===== src/rtl/mac_pkg.sv =====
// Shared constants and state encoding for the mac_v2 multiply-accumulate block.
package mac_pkg;
  localparam int IN_W   = 4;
  localparam int OUT_W  = 10;
  localparam int PROD_W = 2 * IN_W;

  typedef enum logic {
    IDLE = 1'b0,
    ACC  = 1'b1
  } mac_state_e;
endpackage


===== src/rtl/mac_mult.sv =====
// Unsigned IN_W x IN_W -> 2*IN_W combinational multiplier.
module mac_mult #(
  parameter int IN_W = mac_pkg::IN_W
) (
  input  logic [IN_W-1:0]   a_i,
  input  logic [IN_W-1:0]   b_i,
  output logic [2*IN_W-1:0] p_o
);
  // Full-width product of the zero-extended operands; cannot overflow.
  always_comb begin
    p_o = {{IN_W{1'b0}}, a_i} * {{IN_W{1'b0}}, b_i};
  end
endmodule


===== src/rtl/mac_v2.sv =====
// Burst multiply-accumulate: sums operand-pair products while in_valid is
// high and strobes the wrapped OUT_W-bit sum for one cycle when the burst ends.
module mac_v2
  import mac_pkg::*;
#(
  parameter int IN_W  = mac_pkg::IN_W,
  parameter int OUT_W = mac_pkg::OUT_W
) (
  input  logic             clk,
  input  logic             rst_n,      // active-high despite the name
  input  logic             in_valid,
  input  logic [IN_W-1:0]  in1_IFM,
  input  logic [IN_W-1:0]  in2_IFM,
  output logic             out_valid,
  output logic [OUT_W-1:0] out
);
  localparam int PW = 2 * IN_W;

  logic [PW-1:0]    prod;
  logic [OUT_W-1:0] prod_ext;
  mac_state_e       state_q;
  logic [OUT_W-1:0] acc_q;
  logic [OUT_W-1:0] out_q;
  logic             out_valid_q;

  mac_mult #(.IN_W(IN_W)) u_mult (
    .a_i (in1_IFM),
    .b_i (in2_IFM),
    .p_o (prod)
  );

  // Zero-extend the product so the accumulator add wraps modulo 2^OUT_W.
  always_comb begin
    prod_ext = {{(OUT_W-PW){1'b0}}, prod};
  end

  // Burst FSM, accumulator and registered result strobe in one process.
  always_ff @(posedge clk or posedge rst_n) begin
    if (rst_n) begin
      state_q     <= IDLE;
      acc_q       <= '0;
      out_q       <= '0;
      out_valid_q <= 1'b0;
    end else begin
      out_q       <= '0;
      out_valid_q <= 1'b0;
      case (state_q)
        IDLE: begin
          if (in_valid) begin
            // First pair of a burst loads a cleared accumulator.
            acc_q   <= prod_ext;
            state_q <= ACC;
          end
        end
        ACC: begin
          if (in_valid) begin
            acc_q <= acc_q + prod_ext;
          end else begin
            out_q       <= acc_q;
            out_valid_q <= 1'b1;
            acc_q       <= '0;
            state_q     <= IDLE;
          end
        end
        default: state_q <= IDLE;
      endcase
    end
  end

  assign out_valid = out_valid_q;
  assign out       = out_q;
endmodule


===== config.mk =====
export PLATFORM = sky130hd
export DESIGN_NAME = mac_v2
export DESIGN_NICKNAME = d
export VERILOG_FILES = /design/src/rtl/mac_pkg.sv /design/src/rtl/mac_mult.sv /design/src/rtl/mac_v2.sv
export SDC_FILE = /design/constraint.sdc
export NUM_CORES = 1
export LEC_CHECK = 0
export CORE_MARGIN = 4
export CORE_UTILIZATION = 45
export DETAILED_ROUTE_END_ITERATION = 10
export DONT_BUFFER_PORTS = 1
export SYNTH_ARGS = -nofsm -noshare
export SYNTH_HDL_FRONTEND = slang
export SYNTH_HIERARCHICAL = 1
export SYNTH_SLANG_ARGS = --single-unit
export TNS_END_PERCENT = 100

===== constraint.sdc =====
create_clock -name clk -period 2.3 [get_ports clk]
set_input_delay 0.345 -clock clk [delete_from_list [all_inputs] [get_ports clk]]
set_output_delay 0.345 -clock clk [all_outputs]
set_load 0.03 [all_outputs]

==> results.ini <==
[placed_design]
gp_congestion=0.886
io_buffers=0
placed_area_sq_mm=0.00199
dp_hpwl_microns=2800
place_inst=233

[grt]
overflow=0
grtUsageTotal_pct=15.7
grt_util_met1_pct=20.4
grt_pass1_wl_microns=6220
grt_max_degree=23
antenna_found_initial=0
grt_util_met3_pct=3.63
grtUsageMet2_pct=27.1
grt_pass1_vias=1326
busiest_layer=met2

[critical_path]
end_kind=register
crit_path_start_kind=primary input
crit_path_max_fanout=4
rrSetupSlack_ns=0.26
cp_common_cell=ha_4
cp.required_ns=2.44
cpPeakStageDelay_ns=0.56
cp_slowest_cell=fa_2
reg2reg_to=acc_q[6]$_DFFE_PP0P_
arrival_ns=3.37
r2r_start=acc_q[0]$_DFFE_PP0P_
crit_type=in2reg
path_buf_inv=1
reg2regPathDepth=8
path_cells=nand2_8 > fa_1 > inv_1 > fa_2 > ha_4 > a21o_2 > a21oi_2 > xnor2_2 > ha_4 > a21oi_4 > nand2_1 > o21ai_2 > nor3_1 > or3_1
crit_family=adder cells

[yosys]
synth_top_family_by_area=adder cells
ys_warn_count=6
ys_seq_area_share_pct=32.8
synth_simple_gate_area_share_pct=17.7
synth_commonest_cells=23 x and2_1, 22 x dfrtp_1, 20 x ha_1
synthMuxAreaShare_pct=4.77
ys_ff_latch=22
synth-adder-area-share_pct=20.9
netlist_top_cells_area=dfrtp_1 33%, ha_1 15%, and2_1 8.6%, fa_1 6.0%, mux2i_1 4.8%
synth_nets=205
synth-xor-area-share_pct=3.65
synth_top_cell_by_area=dfrtp_1
syn_avg_cell_area_sq_um=9.93
synth_edf_count=0
synth.distinct_cells=38
synth_most_common_cell=and2_1
synthCells=169
synth-main-ff-cell=dfrtp_1
syn_area_sq_mm=0.00168
synthArstFlopShare_pct=100
yosysTopAreaCellShare_pct=32.8
synth_compound_area_share_pct=15.8

[die]
num_rows=21
ios=22
fp.dieH_microns=69.1
die_width_microns=69.1
die_area_sq_mm=0.00477
coreArea_sq_mm=0.00347
start_util_pct=48.4

[cells_and_area]
syn2layout_area_growth_pct=37.2
fin_util_pct=66.4
drive_gt1_share_pct=38.0
postLayoutCellArea_sq_mm=0.00230
diodes=0
multi_input_area_sq_mm=0.00133
fin_nets=237
regArea_sq_um=551
stdcell_count=246
fillers=278

[drt]
via_count=1322
wire_per_inst_microns=15.1
wl_microns=3720
vias_per_cell=5.37
drt_iter0_drc=43
ant_nets=0
route.detailed.drc=0
dr.pass1.iters=4

[sta]
layout_min_cycle_time_ns=3.23
slew-limit-headroom_pct=45.7
max_slew.worst_pin.slew_ns=0.814
hold_slack_ns=0.111
grt_setup_unrepaired=yes
slew_viol_final=0
finalClockSkew_ns=0.00116
timing.final.crit_share_pct=140
max_freq_mhz=310
setup_ws_ns=-0.926
finalSetupViolations=7
finalHoldViolCount=0

[hold_path]
hold_path.class=in2reg
holdPathEnd=state_q$_DFF_PP0_
hold_depth=0
worstHoldStart=in_valid

[clock_tree]
cts_hold_buf=0
root_buffer=clkbuf_8
cts_sinks=22
clk_pin_slew_ns=0.08
clk_latency_ns=0.26
cts_tree=yes
cts_buffers=3
clockBufferDepth=2
h-tree-depth=1

[power]
powerDensity_mw_per_mm2=927
p_leak_nw=1.08
ir_drop_mv=0.532

[flow_run]
drv_cap=0

[outcome]
status=finished, violations left
violations=setup timing

==> where the power goes <==
group	switching [mW]	internal (mW)	leakage (nW)	total, mW
Sequential	0.102	0.448	0.294	0.549
Combinational	0.580	0.733	0.757	1.31
Clock	0.119	0.152	0.0288	0.272
Total	0.801	1.33	1.08	2.13
==> flip-flops by register name, summed over array words and instances, names as in the netlist <==
name / cells
acc_q: 10
out_valid: 1
state_q: 1
out: 10
==> worst register-to-register path, delay by kind of cell (launching register included) <==
kind	cells	cell delay (ns)
DFF	1	0.37
AOI/OAI and AO/OA	4	0.67
buffers and inverters	1	0.07
and+or+nand+nor	1	0.21
adders and majority gates	2	0.62
==> final cells by class <==
class / instances / area share [%]
Tap cell: 46 / 2.50
Timing Repair Buffer: 31 / 11.2
Clock buffer: 4 / 2.39
Multi-Input combinational cell: 129 / 57.7
Sequential cell: 22 / 23.9
Inverter: 14 / 2.28
==> kinds of logic (layout without fill, tap and decap cells) <==
kind of cell,count (synthesis),in the layout
compound gates,37,37
xor+xnor,7,7
fa+ha+maj,25,25
buf+inv,18,49
flops,22,22
mux,8,8
simple gates,52,52
==> stage by stage <==
step | TNS (ns) | setup slack [ns] | power, mW
2_1_floorplan | -5.63 | -1.14 | 1.15
3_3_place_gp | -7.09 | -1.35 | 1.41
3_5_place_dp | -7.39 | -1.36 | 1.43
4_1_cts | -4.80 | -0.900 | 1.97
5_1_grt | -5.40 | -1.01 | 2.27
6_report | -4.84 | -0.926 | 2.13
==> layer usage <==
metal | routed length [microns] | share of wire [%]
met5 | 0 | 0
met4 | 8 | 0.22
met3 | 99 | 2.7
met2 | 1980 | 53
met1 | 1630 | 44
==> timing repair <==
| item | CTS | global route |
|---|---|---|
| pin swaps | 14 | 8 |
| resized for setup | 21 | 13 |
| setup endpoints to repair | 7 | 7 |
| setup buffers | 6 | 4 |
==> placed cells by master, fill, tap and decap left out, types with 3 or more instances in the layout <==
| master | count |
|---|---|
| dfrtp_1 | 22 |
| mux2i_1 | 8 |
| buf_4 | 24 |
| a21oi_2 | 4 |
| nand2_1 | 5 |
| a21o_1 | 4 |
| and2_1 | 23 |
| fa_1 | 3 |
| nor2_1 | 4 |
| ha_1 | 14 |
| buf_6 | 7 |
| o22ai_1 | 3 |
| o21ai_2 | 4 |
| nand3_1 | 3 |
| o21ai_1 | 3 |
| inv_1 | 13 |
| ha_4 | 6 |
| clkbuf_8 | 4 |
| xnor2_2 | 3 |
==> worst max-delay path by stage <==
stage	startpoint	slack, ns	cells past startpoint	endpoint
2_1_floorplan	in1_IFM[0]	-1.14	14	acc_q[7]$_DFFE_PP0P_
3_3_place_gp	in1_IFM[0]	-1.35	14	acc_q[7]$_DFFE_PP0P_
3_5_place_dp	in1_IFM[0]	-1.36	14	acc_q[7]$_DFFE_PP0P_
4_1_cts	in1_IFM[0]	-0.90	13	acc_q[8]$_DFFE_PP0P_
5_1_grt	in1_IFM[0]	-1.01	14	acc_q[7]$_DFFE_PP0P_
6_report	in1_IFM[0]	-0.93	14	acc_q[7]$_DFFE_PP0P_
Note: power is estimated with default switching activity, not from simulation.
